$ cat config.mk
export PLATFORM = sky130hd
export DESIGN_NAME = fetch_sequencer_flat
export DESIGN_NICKNAME = d
export VERILOG_FILES = /design/src/rtl/fetch_pkg.sv /design/src/rtl/fetch_sequencer_if.sv /design/src/rtl/fetch_target_calc.sv /design/src/rtl/fetch_sequencer.sv /design/src/flat_wrapper.sv
export SDC_FILE = /design/constraint.sdc
export NUM_CORES = 1
export LEC_CHECK = 0
export ABC_AREA = 1
export CORE_MARGIN = 2
export CORE_UTILIZATION = 35
export CTS_CLUSTER_SIZE = 8
export DETAILED_ROUTE_END_ITERATION = 10
export PLACE_DENSITY = 0.68
export SETUP_SLACK_MARGIN = 0.15
export SYNTH_ARGS = -nofsm -noshare
export SYNTH_HDL_FRONTEND = slang
export SYNTH_HIERARCHICAL = 1
export SYNTH_SLANG_ARGS = --single-unit
$ cat constraint.sdc
create_clock -name CLK -period 2.42 [get_ports CLK]
set_input_delay 0.242 -clock CLK [delete_from_list [all_inputs] [get_ports CLK]]
set_output_delay 0.242 -clock CLK [all_outputs]
set_load 0.01 [all_outputs]
$ cat src/rtl/fetch_pkg.sv
// Shared types and helpers for the instruction-fetch slice.
// Pure declarations: no latency, no flow control.
package fetch_pkg;

  localparam int ADDR_W = 8;
  localparam int INST_W = 9;

  typedef enum logic [1:0] {
    IDLE   = 2'd0,
    RUN    = 2'd1,
    HALTED = 2'd2
  } fetch_state_t;

  // Offset is two's complement, so a plain truncating add gives the mod-2^ADDR_W target.
  function automatic logic [ADDR_W-1:0] rel_target(input logic [ADDR_W-1:0] pc,
                                                   input logic [ADDR_W-1:0] off);
    return pc + off;
  endfunction

endpackage

$ cat src/rtl/fetch_sequencer_if.sv
// Fetch-side bus bundle: ROM port, instruction stage to decode, redirect/halt from execute.
// Wires only; valid/ready on the instruction stage, ROM answers in the same cycle.
interface fetch_sequencer_if;
  import fetch_pkg::*;

  logic [ADDR_W-1:0] rom_addr;
  logic [INST_W-1:0] rom_data;
  logic [INST_W-1:0] inst;
  logic [ADDR_W-1:0] inst_pc;
  logic              inst_valid;
  logic              inst_ready;
  logic              br_en;
  logic              br_abs;
  logic [ADDR_W-1:0] br_target;
  logic [ADDR_W-1:0] br_offset;
  logic              halt_req;

  modport master (
    output rom_addr,
    input  rom_data,
    output inst,
    output inst_pc,
    output inst_valid,
    input  inst_ready,
    input  br_en,
    input  br_abs,
    input  br_target,
    input  br_offset,
    input  halt_req
  );

  modport slave (
    input  rom_addr,
    output rom_data,
    input  inst,
    input  inst_pc,
    input  inst_valid,
    output inst_ready,
    output br_en,
    output br_abs,
    output br_target,
    output br_offset,
    output halt_req
  );

endinterface

$ cat src/rtl/fetch_target_calc.sv
// Branch target mux: absolute target or base PC plus signed offset, mod 2^ADDR_W.
// Combinational, zero latency; no flow control.
module fetch_target_calc
  import fetch_pkg::*;
(
  input  logic              br_abs_i,
  input  logic [ADDR_W-1:0] br_target_i,
  input  logic [ADDR_W-1:0] br_offset_i,
  input  logic [ADDR_W-1:0] base_pc_i,
  output logic [ADDR_W-1:0] target_o
);

  assign target_o = br_abs_i ? br_target_i : rel_target(base_pc_i, br_offset_i);

endmodule

$ cat src/rtl/fetch_sequencer.sv
// PC owner and one-entry registered instruction stage; first instruction 1 cycle after start.
// Decode backpressure (inst_ready low) freezes stage and PC; redirect costs one bubble.
module fetch_sequencer
  import fetch_pkg::*;
#(
  parameter logic [ADDR_W-1:0] START_ADDR = 8'h00,
  parameter int                CNT_W      = 16
) (
  input  logic              CLK,
  input  logic              rst_n,
  input  logic              start,
  fetch_sequencer_if.master bus,
  output logic              done,
  output logic [CNT_W-1:0]  retired
);

  localparam logic [CNT_W-1:0] CNT_ONE = {{(CNT_W-1){1'b0}}, 1'b1};
  localparam logic [CNT_W-1:0] CNT_MAX = {CNT_W{1'b1}};

  fetch_state_t      state_q, state_d;
  logic [ADDR_W-1:0] pc_q, pc_d;
  logic [INST_W-1:0] inst_q, inst_d;
  logic [ADDR_W-1:0] inst_pc_q, inst_pc_d;
  logic              inst_vld_q, inst_vld_d;
  logic              done_q, done_d;
  logic [CNT_W-1:0]  retired_q, retired_d;

  logic              xfer;
  logic [ADDR_W-1:0] br_dest;

  fetch_target_calc u_target (
    .br_abs_i    (bus.br_abs),
    .br_target_i (bus.br_target),
    .br_offset_i (bus.br_offset),
    .base_pc_i   (inst_pc_q),
    .target_o    (br_dest)
  );

  // inst_vld_q is only ever set in RUN, so this cannot fire in IDLE or HALTED.
  assign xfer = inst_vld_q && bus.inst_ready;

  always_comb begin
    state_d    = state_q;
    pc_d       = pc_q;
    inst_d     = inst_q;
    inst_pc_d  = inst_pc_q;
    inst_vld_d = inst_vld_q;
    done_d     = done_q;
    retired_d  = retired_q;

    unique case (state_q)
      IDLE: begin
        if (start) begin
          state_d   = RUN;
          pc_d      = START_ADDR;
          retired_d = '0;
        end
      end
      RUN: begin
        if (xfer && retired_q != CNT_MAX) begin
          retired_d = retired_q + CNT_ONE;
        end
        if (xfer && bus.halt_req) begin
          state_d    = HALTED;
          inst_vld_d = 1'b0;
          done_d     = 1'b1;
        end else if (xfer && bus.br_en) begin
          pc_d       = br_dest;
          inst_vld_d = 1'b0;
        end else if (!inst_vld_q || xfer) begin
          inst_d     = bus.rom_data;
          inst_pc_d  = pc_q;
          inst_vld_d = 1'b1;
          pc_d       = pc_q + ADDR_W'(1);
        end
      end
      HALTED: begin
        if (start) begin
          state_d   = RUN;
          pc_d      = START_ADDR;
          done_d    = 1'b0;
          retired_d = '0;
        end
      end
      default: begin
        state_d = IDLE;
      end
    endcase
  end

  always_ff @(posedge CLK or negedge rst_n) begin
    if (!rst_n) begin
      state_q    <= IDLE;
      pc_q       <= START_ADDR;
      inst_q     <= '0;
      inst_pc_q  <= '0;
      inst_vld_q <= 1'b0;
      done_q     <= 1'b0;
      retired_q  <= '0;
    end else begin
      state_q    <= state_d;
      pc_q       <= pc_d;
      inst_q     <= inst_d;
      inst_pc_q  <= inst_pc_d;
      inst_vld_q <= inst_vld_d;
      done_q     <= done_d;
      retired_q  <= retired_d;
    end
  end

  assign bus.rom_addr   = pc_q;
  assign bus.inst       = inst_q;
  assign bus.inst_pc    = inst_pc_q;
  assign bus.inst_valid = inst_vld_q;
  assign done           = done_q;
  assign retired        = retired_q;

endmodule

$ cat src/flat_wrapper.sv
// flat-port wrapper written by rule: the top's interface ports become plain ports
module fetch_sequencer_flat import fetch_pkg::*;
#(
  parameter logic [ADDR_W-1:0] START_ADDR = 8'h00,
  parameter int                CNT_W      = 16
)
  (CLK, rst_n, start, done, retired, bus_rom_addr, bus_rom_data, bus_inst, bus_inst_pc, bus_inst_valid, bus_inst_ready, bus_br_en, bus_br_abs, bus_br_target, bus_br_offset, bus_halt_req);
  fetch_sequencer_if bus_i ();
  input  logic CLK;
  input  logic rst_n;
  input  logic start;
  output logic done;
  output logic [CNT_W-1:0] retired;
  output wire logic [$bits(bus_i.rom_addr)-1:0] bus_rom_addr;
  input wire logic [$bits(bus_i.rom_data)-1:0] bus_rom_data;
  output wire logic [$bits(bus_i.inst)-1:0] bus_inst;
  output wire logic [$bits(bus_i.inst_pc)-1:0] bus_inst_pc;
  output wire logic [$bits(bus_i.inst_valid)-1:0] bus_inst_valid;
  input wire logic [$bits(bus_i.inst_ready)-1:0] bus_inst_ready;
  input wire logic [$bits(bus_i.br_en)-1:0] bus_br_en;
  input wire logic [$bits(bus_i.br_abs)-1:0] bus_br_abs;
  input wire logic [$bits(bus_i.br_target)-1:0] bus_br_target;
  input wire logic [$bits(bus_i.br_offset)-1:0] bus_br_offset;
  input wire logic [$bits(bus_i.halt_req)-1:0] bus_halt_req;
  assign bus_rom_addr = bus_i.rom_addr;
  assign bus_i.rom_data = bus_rom_data;
  assign bus_inst = bus_i.inst;
  assign bus_inst_pc = bus_i.inst_pc;
  assign bus_inst_valid = bus_i.inst_valid;
  assign bus_i.inst_ready = bus_inst_ready;
  assign bus_i.br_en = bus_br_en;
  assign bus_i.br_abs = bus_br_abs;
  assign bus_i.br_target = bus_br_target;
  assign bus_i.br_offset = bus_br_offset;
  assign bus_i.halt_req = bus_halt_req;
  fetch_sequencer #(.START_ADDR(START_ADDR), .CNT_W(CNT_W)) u_core (.CLK(CLK), .rst_n(rst_n), .start(start), .bus(bus_i), .done(done), .retired(retired));
endmodule
==> results of run 1 <==
[cells by family after synthesis]
family | share of synthesized area (%)
compound gates | 9.78
xor+xnor | 3.63
fa+ha+maj | 4.58
buf+inv | 7.40
flops | 38.9
mux | 0.346
simple gates | 35.3
[registers in the layout (all words and copies together) (netlist names)]
signal,flops
u_core/bus.rom_addr,8
u_core/bus.inst_valid,1
u_core/bus.inst,9
u_core/bus.inst_pc,8
u_core/state_q,2
u_core/done,1
u_core/retired,16
[layer usage]
layer	GRT usage [%]	part of all wire (%)	vias up
met5	0	0	-
met4	4.83	1.3	0
met3	3.19	4.0	8
met2	28.7	49	65
met1	22.8	46	1262
li1	-	-	1384
[layout by cell type (no fill, tap or decap), types with 4 or more instances in the layout]
cell type,instances
a21oi_1,4
clkbuf_8,5
clkdlybuf4s50_1,73
dfrtp_1,45
ha_1,9
inv_1,37
nand2_1,132
nand2_2,12
nand3_1,26
nand4_1,5
nor2_1,35
nor2_4,4
o21ai_0,13
o21ai_1,11
o21ai_2,9
o21bai_1,4
xor2_1,10
[path summary, 6_finish.rpt]
kind | end | cells after the start
max | u_core/bus.inst_pc[7] | 8
min | u_core/bus.inst[8] | 3
max reg2reg | u_core/bus.inst_pc[7] | 8
max in group asynchronous | u_core/bus.inst_pc[4] | 3
min in group asynchronous | u_core/retired[9] | 2
min reg2reg | u_core/bus.inst[2] | 2
[report_power, final]
part / internal, mW / switching [mW] / leakage (nW)
registers: 0.984 / 0.224 / 0.589
logic: 0.788 / 0.998 / 1.15
clock network: 0.309 / 0.278 / 0.0543
total: 2.08 / 1.50 / 1.80
[stage by stage]
stage / std cells / power [mW] / setup WS, ns / util [%] / hold WS, ns
3_3_place_gp: 561 / 2.97 / 0.246 / 46.0 / 0.307
4_1_cts: 570 / 3.61 / 0.500 / 47.5 / 0.452
5_1_grt: 570 / 3.91 / 0.253 / 47.5 / 0.470
2_1_floorplan: 387 / 2.29 / 0.659 / - / -0.0536
6_report: 570 / 3.58 / 0.505 / 47.5 / 0.462
3_5_place_dp: 561 / 3.02 / 0.233 / 46.0 / 0.306
[worst max-delay path, cell delays in order, from the launching register on]
cell and delay [ns]:
dfrtp_1 0.37, inv_1 0.08, nand2_1 0.09, nor2_2 0.18
nand2_2 0.14, nor2_2 0.44, inv_2 0.29, nand2_1 0.13
o21ai_1 0.07
[cell type report]
| class | instances | area, um2 |
|---|---|---|
| clock buffer | 5 | 68.8 |
| clock inverter | 3 | 46.3 |
| fill | 823 | 4250 |
| inverter | 39 | 151 |
| multi-input combinational | 295 | 1550 |
| sequential | 45 | 1130 |
| tap | 105 | 131 |
| timing repair buffer | 78 | 768 |
[timing repair]
| action | in CTS | in global routing |
|---|---|---|
| hold buffers | 1 | 0 |
| gates resized for setup | 0 | 0 |
| endpoints found under the hold margin | 27 | 0 |
==> metrics.md, run 1 <==
| Metric | Value |
|---|---|
| Crit start category | flip-flop |
| Clk root buf | clkbuf_8 |
| Leakage power figure | 1.80 nW |
| Crit path DAT | 2.10 ns |
| Synthesized flop and latch total | 45 |
| EDFF count, synth | 0 |
| Die height | 94.9 um |
| Avg Vias per Cell | 4.77 |
| CTS Buffer Depth | 2 |
| # DRC | 0 |
| Initial Util | 35.7% |
| GRT Residual Overflow | 0 |
| Via count | 2719 |
| RSZ-0062 raised after global routing | no |
| Number of global-route vias before repair | 2696 |
| Largest net degree at the start of global routing | 30 |
| Worst Tran Pin Value | 0.660 ns |
| Sequential area share after synthesis | 38.9% |
| Core area | 8090 um2 |
| PortBufs | 74 |
| # setup viols final | 0 |
| Clock buffer count from CTS | 5 |
| First-pass GRT wire length | 12400 um |
| Synth top cells by count | 132 x nand2_1, 45 x dfrtp_1, 37 x inv_1, 35 x nor2_1, 26 x nand3_1 |
| I/O pin total | between 70 and 80 |
| Clk_skew | 0.00845 ns |
| Setup crit end kind | flip-flop |
| Routability Congestion | 0.876 |
| Area after DPL | approximately 3700 um2 |
| Area leader, netlist | dfrtp_1 |
| Mapped Cells | about 390 |
| Setup TNS | 0 ns |
| Syn-to-layout area delta | 32.9% |
| Max frequency | 522 MHz |
| Synth Area per Inst | 7.47 um2 |
| Hold crit path type | primary input to flip-flop |
| Clock latency on the worst-skew pair | 0.31 ns |
| Peak VDD IR | 0.515 mV |
| Count leader, synth | nand2_1 |
| Reg2reg start | u_core/state_q[1] |
| Setup Crit Path Kind | flip-flop to flip-flop |
| Die width | 94.9 um |
| Routed len/inst | 12.5 um |
| Reg2Reg Setup Slack | 0.50 ns |
| Router iterations before antenna repair | 4 |
| Ys async rst share | 100% |
| # H-tree levels | 2 |
| Final #Nets | 506 |
| Crit path time final | ~1.9 ns |
| Pins over their slew limit | 0 |
| Main synth FF type | dfrtp_1 |
| Share of the synthesized area in the top cell type | 38.9% |
| Drt first-iter violations | 146 |
| Slew headroom | a little under three fifths |
| Power per Cell Area | 932 nW/um2 |
| Synth warnings | 6 |
| Crit-path max FO | 23 |
| Leading post-synthesis cells by cell area | dfrtp_1 39%, nand2_1 17%, inv_1 4.8% |
| Fin crit share | between 70% and 80% |
| Crit path required time | 2.60 ns |
| HP Start | bus_rom_data[8] |
| Die area | 9010 um2 |
| Design Area, Final | 3840 um2 |
| Sink Count | between 40 and 50 |
| Final hold vios | 0 |
| GRT Total Usage | 17.2% |
| Postcts setup bufs | 0 |
| Status | finished clean |
| Worst setup path start | u_core/state_q[1] |
| WL final | between 7000 and 8000 um |
| Ratio of cells with drive above 1 in the final layout | 9.89% |
| Reg clk slew, reported paths | 0.09 ns |
| Ant. Diodes | 0 |
| DP HPWL | 5540 um |
| Synth Cell Area | slightly below 3000 um2 |
| TritonCTS clock tree | yes |
| Yosys cell types | 33 |
| Post-route ant nets | 0 |
| Initial antenna violation count | 0 |
| Syn_nets | approximately 430 |
| FP Rows | 33 |
| Max_cap viols | 0 |
Power figures use the tool's default switching activity.
==> run 2, diff against run 1 <==
==> constraint.sdc (replaced) <==
create_clock -name CLK -period 1.9 [get_ports CLK]
set_input_delay 0.19 -clock CLK [delete_from_list [all_inputs] [get_ports CLK]]
set_output_delay 0.19 -clock CLK [all_outputs]
set_load 0.01 [all_outputs]
==> metrics.md, run 2 (synthesis results as in run 1) <==
| Metric | Value |
|---|---|
| Status | finished clean |
| Crit-path max FO | 2 (-91%) |
| Initial antenna violation count | 0 (unchanged) |
| Worst Tran Pin Value | 0.580 ns (-0.0795 ns) |
| DP HPWL | 5630 um (+1.8%) |
| Ratio of cells with drive above 1 in the final layout | 14.4% (+4.5 points) |
| Post-route ant nets | 0 (unchanged) |
| Final #Nets | 520 (+2.8%) |
| Hold crit path type | primary input to asynchronous set/reset pin |
| Max_cap viols | 0 (unchanged) |
| Post-Place Cells | 570 (+1.6%) |
| # setup viols final | 0 (unchanged) |
| Router iterations before antenna repair | 4 (unchanged) |
| Final core occ | 49.2% (+1.7 points) |
| # H-tree levels | 2 (unchanged) |
| Clk_skew | 0.0126 ns (+0.00419 ns) |
| Drt first-iter violations | 147 (+0.68%) |
| Clock latency on the worst-skew pair | 0.31 ns (about the same) |
| Crit path time final | 1.74 ns (-0.176 ns) |
| Reg2reg start | u_core/bus.inst_pc[0] |
| CTS Buffer Depth | 2 (unchanged) |
| Die area | 9010 um2 (unchanged) |
| Setup slack after layout | 0.161 ns (-0.344 ns) |
| First-pass GRT wire length | 11900 um (-3.6%) |
| Commonest non-fill, non-tap cell in the layout | nand2_1 |
| Max frequency | 575 MHz (+10%) |
| Commonest cells after routing, fill and taps aside | 130 x nand2_1, 73 x clkdlybuf4s50_1, 45 x dfrtp_1 |
| Setup crit end kind | flip-flop |
| PortBufs | 74 (unchanged) |
| Setup Crit Path Kind | flip-flop to flip-flop |
| Reg clk slew, reported paths | 0.10 ns (about the same) |
| Final hold vios | 0 (unchanged) |
| Routability Congestion | 0.903 (+3.1%) |
| Leakage power figure | 1.86 nW (+3.5%) |
| Core area | 8090 um2 (unchanged) |
| Clock buffer count from CTS | 5 (unchanged) |
| Pre-CTS setup slack | -0.173 ns (-0.407 ns) |
| Slew headroom | 61.3% (+5.3 points) |
| Largest net degree at the start of global routing | 24 (-20%) |
| Cell Chain, Critical Path | ha_2 > inv_2 > fa_2 > inv_2 > nand2_2 > nand2_2 > nand3b_1 > nand2_1 > nand2_1 > nand3_1 > nand2_1 > nor2_1 > nor2_1 > nand2_1 > nand2_1 |
| GRT Residual Overflow | 0 (unchanged) |
| CP most frequent cell | nand2_1 |
| Crit start category | flip-flop |
| Critical Path Max Stage Delay | 0.37 ns (-0.07 ns) |
| Overall power | 4.68 mW (+31%) |
| Worst setup path start | u_core/bus.inst_pc[0] |
| Pins over their slew limit | 0 (unchanged) |
| Hold slack | 0.403 ns (-0.0588 ns) |
| Number of global-route vias before repair | 2613 (-3.1%) |
| RSZ-0062 raised after global routing | yes |
| Peak VDD IR | 0.717 mV (+39%) |
| Syn-to-layout area delta | 37.5% |
| Ant. Diodes | 0 (unchanged) |
| Critical-path top delay cell | dfrtp_1 |
| Layout Cells excl Fill | 584 (+2.5%) |
| TritonCTS clock tree | yes |
| Die height | 94.9 um (unchanged) |
| WL final | 7500 um (+5.2%) |
| FP Rows | 33 (unchanged) |
| Initial Util | 35.7% (unchanged) |
| Area after DPL | 3800 um2 (+2.2%) |
| Design Area, Final | 3980 um2 (+3.5%) |
| Fin crit share | 91.5% (+12 points) |
| Crit path required time | 2.10 ns (-0.50 ns) |
| Setup TNS | 0 ns (unchanged) |
| I/O pin total | 75 (unchanged) |
| Max reg flops | 16 (unchanged) |
| Die width | 94.9 um (unchanged) |
| Routed len/inst | 12.8 um (+2.7%) |
| Via count | 2748 (+1.1%) |
| GRT Total Usage | 16.6% (-0.57 points) |
| Power per Cell Area | 1180 nW/um2 (+26%) |
| # DRC | 0 (unchanged) |
| Crit path DAT | 1.94 ns (-0.16 ns) |
| Sink Count | 45 (unchanged) |
| Avg Vias per Cell | 4.71 (-1.4%) |
| Clk root buf | clkbuf_8 |
-- run 2: changes by cell type in the layout (fill, tap and decap cells not counted), moves of 2 or more --
cell / delta
buf_4: +11
o21ai_0: -2
nand2_2: +2
inv_1: -2
clkinv_2: +2
o21ai_1: +2
ha_1: -2
nand2_1: -2
buf_12: +2
inv_2: +2
-- run 2: path summary, 6_finish.rpt --
path	to	slack [ns]	cells past startpoint
min in group CLK	u_core/bus.inst[3]	0.42	3
hold / removal	u_core/retired[13]	0.40	2
hold reg to reg	u_core/bus.inst[1]	0.48	2
max in group asynchronous	u_core/bus.inst[1]	0.96	3
setup reg to reg	u_core/bus.rom_addr[6]	0.16	15
setup / recovery	u_core/bus.rom_addr[6]	0.16	15
-- run 2: repair_timing --
item,CTS,global route
hold buffers,1,0
endpoints found under the setup margin,2,16
pin swaps,1,3
buffers inserted,0,4
hold endpoints to repair,22,0
gates resized for setup,3,6
cloned,0,1
-- run 2: layer usage --
layer	GRT usage, %	vias up	wire length, um
met1	21.5	1276	3450
met3	3.19	4	318
met4	3.99	0	33
met5	0	-	0
li1	-	1413	-
met2	28.6	55	3700
-- run 2: critical path: cells and delay by family (launching register included) --
family | cells | cell delay [ns]
adder cells (fa/ha/maj) | 2 | 0.51
AND/OR/NAND/NOR | 11 | 0.65
flip-flops | 1 | 0.37
buffers and inverters | 2 | 0.11
-- run 2: final cells by class --
class | count | area (um2)
Clock buffer | 5 | 68.8
Clock inverter | 3 | 17.5
Fill cell | 820 | 4110
Inverter | 39 | 151
Multi-Input combinational cell | 296 | 1590
Sequential cell | 45 | 1130
Tap cell | 105 | 131
Timing Repair Buffer | 91 | 891
-- run 2: power by group --
part | switching, mW | leakage [nW] | internal, mW
registers | 0.281 | 0.589 | 1.25
logic | 1.35 | 1.23 | 1.19
clock network | 0.352 | 0.0439 | 0.255
total | 1.98 | 1.86 | 2.70
==> run 3, diff against run 2 <==
--- a/config.mk
+++ b/config.mk
@@ -6,7 +6,6 @@
 export NUM_CORES = 1
 export LEC_CHECK = 0
 export ABC_AREA = 1
-export CORE_MARGIN = 2
 export CORE_UTILIZATION = 35
 export CTS_CLUSTER_SIZE = 8
 export DETAILED_ROUTE_END_ITERATION = 10
==> metrics.md, run 3 (synthesis results as in run 1) <==
| Metric | Value |
|---|---|
| Status | finished clean |
| Routed len/inst | 12.8 um (-0.59%) |
| Commonest non-fill, non-tap cell in the layout | nand2_1 |
| # H-tree levels | 2 (unchanged) |
| Cell Chain, Critical Path | ha_2 > inv_2 > fa_2 > inv_2 > nand2_2 > nand2_2 > nand3b_1 > nand2_1 > nand2_1 > nand3_1 > nand2_1 > nor2_2 > nor2_1 > nand2_1 > nand2_1 |
| Avg Vias per Cell | 4.78 (+1.6%) |
| Syn-to-layout area delta | 41.1% |
| Crit path DAT | 1.94 ns (about the same) |
| Initial antenna violation count | 0 (unchanged) |
| Sink Count | 45 (unchanged) |
| Hold slack | 0.390 ns (-0.0133 ns) |
| Clk root buf | clkbuf_8 |
| Hold crit path type | primary input to asynchronous set/reset pin |
| GRT Residual Overflow | 0 (unchanged) |
| Power per Cell Area | 1230 nW/um2 (+4.4%) |
| Slew headroom | 63.8% (+2.5 points) |
| Max_cap viols | 0 (unchanged) |
| Final #Nets | 521 (+0.19%) |
| First-pass GRT wire length | 12500 um (+4.6%) |
| CTS Buffer Depth | 2 (unchanged) |
| Largest net degree at the start of global routing | 24 (unchanged) |
| GRT Total Usage | 17.9% (+1.3 points) |
| RSZ-0062 raised after global routing | yes |
| Crit path required time | 2.09 ns (about the same) |
| Crit path time final | 1.76 ns (+0.0190 ns) |
| Max frequency | 569 MHz (-1.1%) |
| Die area | 8630 um2 (-4.2%) |
| Commonest cells after routing, fill and taps aside | 130 x nand2_1, 73 x clkdlybuf4s50_1, 43 x dfrtp_1 |
| Crit start category | flip-flop |
| Max reg flops | 16 (unchanged) |
| Die width | 92.9 um (-2.1%) |
| Overall power | 5.01 mW (+7.1%) |
| Die height | 92.9 um (-2.1%) |
| Ant. Diodes | 0 (unchanged) |
| # DRC | 0 (unchanged) |
| Post-route ant nets | 0 (unchanged) |
| TritonCTS clock tree | yes |
| CP most frequent cell | nand2_1 |
| # setup viols final | 0 (unchanged) |
| Critical-path top delay cell | dfrtp_1 |
| Routability Congestion | 0.842 (-6.8%) |
| Final hold vios | 0 (unchanged) |
| Crit-path max FO | 2 (unchanged) |
| Core area | 7850 um2 (-3.0%) |
| Clk_skew | 0.0158 ns (+0.00315 ns) |
| WL final | 7430 um (-0.93%) |
| Router iterations before antenna repair | 4 (unchanged) |
| Reg clk slew, reported paths | 0.10 ns (about the same) |
| PortBufs | 74 (unchanged) |
| Pins over their slew limit | 0 (unchanged) |
| Setup crit end kind | flip-flop |
| Final core occ | 52.0% (+2.8 points) |
| Ratio of cells with drive above 1 in the final layout | 16.0% (+1.6 points) |
| Fin crit share | 92.5% (+1.0 points) |
| DP HPWL | 5600 um (-0.61%) |
| I/O pin total | 75 (unchanged) |
| Clock latency on the worst-skew pair | 0.30 ns (about the same) |
| Number of global-route vias before repair | 2739 (+4.8%) |
| Pre-CTS setup slack | -0.220 ns (-0.0467 ns) |
| Setup Crit Path Kind | flip-flop to flip-flop |
| Drt first-iter violations | 136 (-7.5%) |
| Setup slack after layout | 0.142 ns (-0.0190 ns) |
| Critical Path Max Stage Delay | 0.37 ns (about the same) |
| Worst Tran Pin Value | 0.543 ns (-0.0374 ns) |
| Via count | 2782 (+1.2%) |
| Leakage power figure | 1.88 nW (+1.2%) |
| Initial Util | 36.9% (+1.1 points) |
| FP Rows | 32 (-3.0%) |
| Clock buffer count from CTS | 5 (unchanged) |
| Peak VDD IR | 0.680 mV (-5.2%) |
-- run 3: cell types whose count changed in the layout (fill, tap and decap cells not counted), moves of 2 or more --
| cell | delta |
|---|---|
| bufinv_16 | +2 |
| dfrtp_1 | -2 |
| dfrtp_2 | +2 |
| ha_1 | -4 |
| ha_4 | +3 |
| nor2_1 | -2 |
| nor2_2 | +2 |
-- run 3: path summary, 6_finish.rpt --
kind / cells after the start / slack [ns] / startpoint / end
max in group asynchronous: 3 / 0.98 / rst_n / u_core/bus.inst_pc[3]
setup reg to reg: 15 / 0.14 / u_core/bus.inst_pc[0] / u_core/bus.rom_addr[6]
hold reg to reg: 2 / 0.49 / u_core/bus.inst[3] / u_core/bus.inst[3]
min in group CLK: 3 / 0.42 / bus_rom_data[5] / u_core/bus.inst[5]
hold / removal: 2 / 0.39 / rst_n / u_core/retired[13]
setup / recovery: 15 / 0.14 / u_core/bus.inst_pc[0] / u_core/bus.rom_addr[6]
-- run 3: report_power, final --
| group | internal [mW] | switching [mW] |
|---|---|---|
| sequential | 1.26 | 0.291 |
| clock | 0.523 | 0.336 |
| combinational | 1.24 | 1.37 |
| total | 3.02 | 1.99 |
-- run 3: through the flow --
stage	instances	TNS [ns]	area (um2)
after floorplan	387	0	2900
after global placement	567	-0.338	3800
after detailed placement	567	-0.574	3800
after CTS	576	0	3950
after global routing	582	-0.0338	4080
final	582	0	4080
-- run 3: repair_timing --
item,CTS,global route
setup buffers,0,5
hold endpoints to repair,22,0
gates cloned,0,1
resized for setup,3,13
pin swaps,1,4
endpoints found under the setup margin,2,18
hold buffers,1,0
-- run 3: critical path, delay by kind of cell, from the launching register on --
family / cells / cell delay [ns]
adders and majority gates: 2 / 0.52
buffers and inverters: 2 / 0.11
DFF: 1 / 0.37
and+or+nand+nor: 11 / 0.64
-- run 3: final cells by class --
type                       count  area, um2
multi-input combinational    296       1640
fill                         763       3770
inverter                      39        151
timing repair buffer          92        898
tap                          102        128
clock inverter                 3       65.1
sequential                    45       1130
clock buffer                   5       68.8
-- run 3: layer usage --
layer  GRT usage, %  part of all wire [%]  up-vias
met5              0                     0        -
met4           4.62                  0.97        0
met3           4.35                   6.8        7
met2           29.4                    48       86
met1           23.5                    45     1275
li1               -                     -     1414
